## config.mk

```make
export PLATFORM = sky130hd
export DESIGN_NAME = regfile_sb
export DESIGN_NICKNAME = d
export VERILOG_FILES = /design/src/rtl/pillar_rf_pkg.sv /design/src/rtl/rf_scoreboard.sv /design/src/rtl/regfile_sb.sv
export SDC_FILE = /design/constraint.sdc
export NUM_CORES = 2
export LEC_CHECK = 0
export CORE_UTILIZATION = 63
export DETAILED_ROUTE_END_ITERATION = 10
export PLACE_DENSITY = 0.81
export SYNTH_ARGS = -nofsm -noshare
export SYNTH_HDL_FRONTEND = slang
export SYNTH_SLANG_ARGS = --single-unit
```

## constraint.sdc

```tcl
create_clock -name clk -period 3.6 [get_ports clk]
set_input_delay 0.54 -clock clk [delete_from_list [all_inputs] [get_ports clk]]
set_output_delay 0.54 -clock clk [all_outputs]
set_load 0.02 [all_outputs]
```

## src/rtl/pillar_rf_pkg.sv

```systemverilog
// Shared constants and helpers for the pillar integer register file family.
package pillar_rf_pkg;

  localparam int          XLEN_DEF     = 32;
  localparam int          NREG_DEF     = 32;
  localparam int          SP_IDX_DEF   = 2;
  localparam logic [31:0] SP_RESET_DEF = 32'h0001_2000;

  function automatic int idx_w(input int n);
    return $clog2(n);
  endfunction

  // Lowest bit of field k in a packed bus of w-bit fields.
  function automatic int port_lo(input int k, input int w);
    return k * w;
  endfunction

endpackage

```

## src/rtl/rf_scoreboard.sv

```systemverilog
// Busy-bit scoreboard: tracks outstanding destination writes and refuses
// issue on RAW/WAW hazards.
module rf_scoreboard
  import pillar_rf_pkg::*;
#(
  parameter  int NREG   = NREG_DEF,
  parameter  int NRD    = 2,
  parameter  int BYPASS = 1,
  localparam int AW     = idx_w(NREG)
) (
  input  logic              clk,
  input  logic              reset,
  input  logic [NRD*AW-1:0] rd_addr_i,
  output logic [NRD-1:0]    rd_busy_o,
  input  logic              issue_valid_i,
  input  logic [AW-1:0]     issue_rd_i,
  input  logic              issue_we_i,
  input  logic [NRD-1:0]    issue_use_i,
  output logic              stall_o,
  input  logic              wb_valid_i,
  input  logic [AW-1:0]     wb_rd_i
);

  logic [NREG-1:0] r_busy;
  logic [NREG-1:0] w_busy_next;
  logic            w_raw;
  logic            w_waw;
  logic            w_accept;

  genvar gi;
  generate
    for (gi = 0; gi < NRD; gi++) begin : g_busy
      logic [AW-1:0] w_addr;
      assign w_addr        = rd_addr_i[port_lo(gi, AW) +: AW];
      // A write-back landing this cycle only hides the pending bit when it is forwarded.
      assign rd_busy_o[gi] = r_busy[w_addr] &&
                             !((BYPASS != 0) && wb_valid_i && (wb_rd_i == w_addr));
    end
  endgenerate

  always_comb begin
    w_raw    = |(issue_use_i & rd_busy_o);
    w_waw    = issue_we_i && (issue_rd_i != '0) && r_busy[issue_rd_i] &&
               !(wb_valid_i && (wb_rd_i == issue_rd_i));
    stall_o  = issue_valid_i && (w_raw || w_waw);
    w_accept = issue_valid_i && !stall_o;

    w_busy_next = r_busy;
    if (wb_valid_i) begin
      w_busy_next[wb_rd_i] = 1'b0;
    end
    // A new producer issued in the same cycle as the old one retires owns the register.
    if (w_accept && issue_we_i) begin
      w_busy_next[issue_rd_i] = 1'b1;
    end
    w_busy_next[0] = 1'b0;
  end

  always_ff @(posedge clk or negedge reset) begin
    if (!reset) begin
      r_busy <= '0;
    end else begin
      r_busy <= w_busy_next;
    end
  end

endmodule

```

## src/rtl/regfile_sb.sv

```systemverilog
// NREG x XLEN register file with NRD combinational read ports, one write-back
// port, optional write-to-read bypass and a busy-bit issue scoreboard.
module regfile_sb
  import pillar_rf_pkg::*;
#(
  parameter  int              XLEN     = XLEN_DEF,
  parameter  int              NREG     = NREG_DEF,
  parameter  int              NRD      = 2,
  parameter  int              BYPASS   = 1,
  parameter  int              SP_IDX   = SP_IDX_DEF,
  parameter  logic [XLEN-1:0] SP_RESET = XLEN'(SP_RESET_DEF),
  localparam int              AW       = idx_w(NREG)
) (
  input  logic                clk,
  input  logic                reset,
  input  logic [NRD*AW-1:0]   rd_addr_i,
  output logic [NRD*XLEN-1:0] rd_data_o,
  output logic [NRD-1:0]      rd_busy_o,
  input  logic                issue_valid_i,
  input  logic [AW-1:0]       issue_rd_i,
  input  logic                issue_we_i,
  input  logic [NRD-1:0]      issue_use_i,
  output logic                stall_o,
  input  logic                wb_valid_i,
  input  logic [AW-1:0]       wb_rd_i,
  input  logic [XLEN-1:0]     wb_data_i
);

  logic [XLEN-1:0] r_regs [NREG];

  always_ff @(posedge clk or negedge reset) begin
    if (!reset) begin
      for (int i = 0; i < NREG; i++) begin
        r_regs[i] <= (i == SP_IDX) ? SP_RESET : '0;
      end
    end else if (wb_valid_i && (wb_rd_i != '0)) begin
      r_regs[wb_rd_i] <= wb_data_i;
    end
  end

  genvar gi;
  generate
    for (gi = 0; gi < NRD; gi++) begin : g_rd
      logic [AW-1:0] w_addr;
      logic          w_byp;
      assign w_addr = rd_addr_i[port_lo(gi, AW) +: AW];
      assign w_byp  = (BYPASS != 0) && wb_valid_i && (wb_rd_i == w_addr);
      assign rd_data_o[port_lo(gi, XLEN) +: XLEN] =
        (w_addr == '0) ? '0 : (w_byp ? wb_data_i : r_regs[w_addr]);
    end
  endgenerate

  rf_scoreboard #(
    .NREG   (NREG),
    .NRD    (NRD),
    .BYPASS (BYPASS)
  ) u_scoreboard (
    .clk           (clk),
    .reset         (reset),
    .rd_addr_i     (rd_addr_i),
    .rd_busy_o     (rd_busy_o),
    .issue_valid_i (issue_valid_i),
    .issue_rd_i    (issue_rd_i),
    .issue_we_i    (issue_we_i),
    .issue_use_i   (issue_use_i),
    .stall_o       (stall_o),
    .wb_valid_i    (wb_valid_i),
    .wb_rd_i       (wb_rd_i)
  );

endmodule

```

==> metrics.md <==
| Metric | Value |
|---|---|
| Outcome | completed |
| Total track usage | 38.6% |
| Fin nets | a little under 4,000 |
| Clk pin slew, worst setup/hold paths | 0.06 ns |
| Crit path required time | 3.06 ns |
| Setup CP Type | reg2out |
| Simple-Gate Fraction of Synth Area | 2.56% |
| Syn Inst Count | 3,751 |
| Fraction of synthesized area in multiplexers | 46.1% |
| DRC | 0 |
| Placement Setup Slack | -0.455 ns |
| Synth area leaders | dfrtp_1, mux4_2, mux2_2, mux2i_1, clkbuf_1 |
| Maxcap violations | 0 |
| Bufs and invs on worst path | 1 |
| Worst-skew pair later-pin latency | 0.69 ns |
| Post-synthesis async set-or-reset flop share | 100% |
| LEAKAGE | a little under 30 nW |
| Routed WL per cell | 33.8 um |
| Peak supply drop | 484 uV |
| Final instance area | 66,200 sq um |
| Crit-path slowest cell | mux4_2 |
| Vias in the first global route | 40,700 |
| Starting Density | 63.7% |
| Post-synth cell types | ~50 |
| Worst path top cell family by delay | multiplexers |
| DR vias/cell | around 7.4 |
| Xor/xnor share of the synthesized area | 0.229% |
| Root buf cell | clkbuf_16 |
| Post-synthesis adder-cell area fraction | 0% |
| Die W | a little over 300 um |
| Crit-path most repeated cell | mux4_2 |
| Worst slew pin tran | 0.914 ns |
| Sink Count | 1,055 |
| Area Growth Syn to Fin | 15.2% |
| Final std cells w/o fill | between 5,000 and 6,000 |
| Die ar. | between 90,000 and 100,000 sq um |
| Total grt overflow | 0 |
| Final period utilization | between 90% and 100% |
| CP cell instances | mux4_2 > mux4_2 > and2_1 > a311oi_4 > nor3_1 > dlygate4sd2_1 |
| Initial detailed-routing violation count | 3,873 |
| Core area | ~90,000 sq um |
| Largest incremental delay on the critical path | 0.49 ns |
| Worst setup path start | r_regs[510] |
| Initial DRT Pass Iterations | 6 |
| Post-Route Utilization | 73.4% |
| Post-DP HPWL | approximately 110 mm |
| Final Power | 0.0363 W |
| Area leader, netlist | dfrtp_1 |
| First-pass GRT wire length | 264 mm |
| Diodes inserted | 0 |
| Final setup margin | 0.00851 ns |
| Worst Skew | ~0.0088 ns |
| Critical Path End Type | output pin |
| H-tree depth | 3 |
| Total CTS buffers | 109 |
| CTS tree | done |
| Largest family of logic cells by synthesized area | multiplexers |
| Max FO, Critical Path | 3 |
| Startpoint types | flop |
| Synthesis-stage register bit count | 1,055 |
| Via count | 37,800 |
| Period minus WS final | between 3 and 4 ns |
| Hold WC Path Type | in2async |
| Initial antenna violation count | 1 |
| Synth top area share | 45.9% |
| PortBufs | between 100 and 150 |
| Post-synth EDFFs | 0 |
| Synthesized area | around 57,000 sq um |
| Layout cells sized above 1 | 54.5% |
| Final hold viol count | 0 |
| Setup Viol. Count Final | 0 |
| Synthesized Nets | 3,810 |
| DIE HEIGHT | between 300 and 400 um |
| Fmax | approximately 280 MHz |
| Worst Path Arrival | 3.05 ns |
| Sequential-to-total area share from yosys stat | roughly 46% |
| Pins Over Slew Limit | 0 |
| Slew headroom | 38.8% |
| Primary FF master, synth | dfrtp_1 |
| Syn_area_per_cell | 15.3 sq um |
| DRT antenna net count | 0 |
| Largest net degree at the start of global routing | ~130 |
| Inst Count DP | 4,940 |
| Compound-cell area share of the yosys netlist | around 1.6% |
| Rows | 110 |
| Placed cell areas | a little over 60,000 sq um |
| Max Buffers Root-to-Sink | 3 |
| Yosys warns | 0 |
| Power per cell area | between 500 and 600 nW/um^2 |
| Worst r2r src | u_scoreboard.r_busy[3] |
| Wirelength, routed | 174 mm |
| Io pins | 126 |
| GP Congestion | 0.931 |
## area by class of cell
type | count | area, sq um
clock buffer | 148 | 3110
fill | 5197 | 24000
timing repair buffer | 447 | 5120
tap | 1176 | 1470
clock inverter | 51 | 778
sequential | 1055 | 26400
inverter | 5 | 21.3
multi-input combinational | 2263 | 29300
## state kept, by name (all words and copies together) (netlist names)
name                 cells
r_regs                1024
u_scoreboard.r_busy     31
## where the power goes
part / total [W] / switching (W) / internal (W)
sequential: 0.0159 / 0.00182 / 0.0141
clock: 0.0122 / 0.00489 / 0.00733
combinational: 0.00819 / 0.00325 / 0.00494
total: 0.0363 / 0.00996 / 0.0264
## stage by stage
step                 TNS, ns  hold slack, ns
CTS                        0           0.398
global route        -0.00307           0.409
floorplan                  0           0.244
finish                     0           0.396
detailed placement    -14.48           0.384
global placement      -11.41           0.376
## layer usage
layer	up-vias	GRT usage, %	part of all wire (%)
li1	14800	-	-
met5	-	0	0.0075
met1	20000	50.0	36
met3	629	8.50	9.5
met4	2	22.4	6.7
met2	2405	60.6	48
## synthesized netlist by cell type (2+ instances only)
cell,count
buf_2,106
nor4_1,2
nor3b_1,7
and2_1,5
nand4_1,2
buf_1,49
o21ai_1,41
nand2_1,137
xnor2_1,7
a211oi_1,29
a221oi_1,2
inv_1,3
clkinv_1,2
a31o_2,2
a31oi_1,4
clkbuf_1,216
mux2i_1,182
a22oi_1,5
or2_2,2
nor2_1,59
nand3b_1,5
o21ai_0,51
buf_6,12
mux2_2,993
mux4_2,599
xor2_1,8
nor2b_1,4
nor3_1,22
buf_4,41
a311oi_1,8
dfrtp_1,1053
nand3_1,58
buf_12,3
and3_1,16
dfstp_2,2
## logic make-up (layout without fill, tap and decap cells)
| group | count (synthesis) | in the layout |
|---|---|---|
| AOI/OAI and AO/OA | 148 | 148 |
| DFF | 1055 | 1055 |
| and+or+nand+nor | 325 | 325 |
| muxes | 1775 | 1775 |
| xor gates and xnor gates | 15 | 15 |
| buffers and inverters | 433 | 651 |
## cell usage in the layout (no fill, tap or decap), drive strengths merged, types with 35 or more instances in the layout
cell / netlist / routed
clkdlybuf4s50: 0 / 47
mux4: 599 / 599
mux2: 994 / 994
nand2: 137 / 137
mux2i: 182 / 182
buf: 211 / 331
nand3: 58 / 58
nor2: 59 / 59
clkbuf: 217 / 148
o21ai: 92 / 92
dlymetal6s2s: 0 / 35
dfrtp: 1053 / 1053
## worst paths after layout
check / to / slack (ns) / cells past startpoint
setup / recovery: rd_data_o[30] / 0.009 / 6
min in group clk: r_regs[1021] / 0.40 / 0
hold / removal: u_scoreboard.r_busy[31] / 0.40 / 2
hold reg to reg: r_regs[1021] / 0.40 / 0
max in group asynchronous: r_regs[284] / 1.96 / 3
setup reg to reg: u_scoreboard.r_busy[18] / 1.14 / 8
## repair_timing
item	CTS	global route
gates cloned	2	0
resized for setup	53	36
hold buffers	1	0
endpoints found under the hold margin	46	0
setup endpoints to repair	63	39
pin swaps	3	2
buffers inserted	3	0
## worst reg2reg max path, cell delays in order, from the launching register on
cell and delay (ns):
dfrtp_1 0.42, mux2_1 0.30, a221o_1 0.34, a311oi_1 0.32, a311oi_1 0.09, buf_4 0.18
a31o_2 0.36, buf_12 0.20, o21ai_1 0.17
No activity file was read; power rests on OpenSTA's default activity.
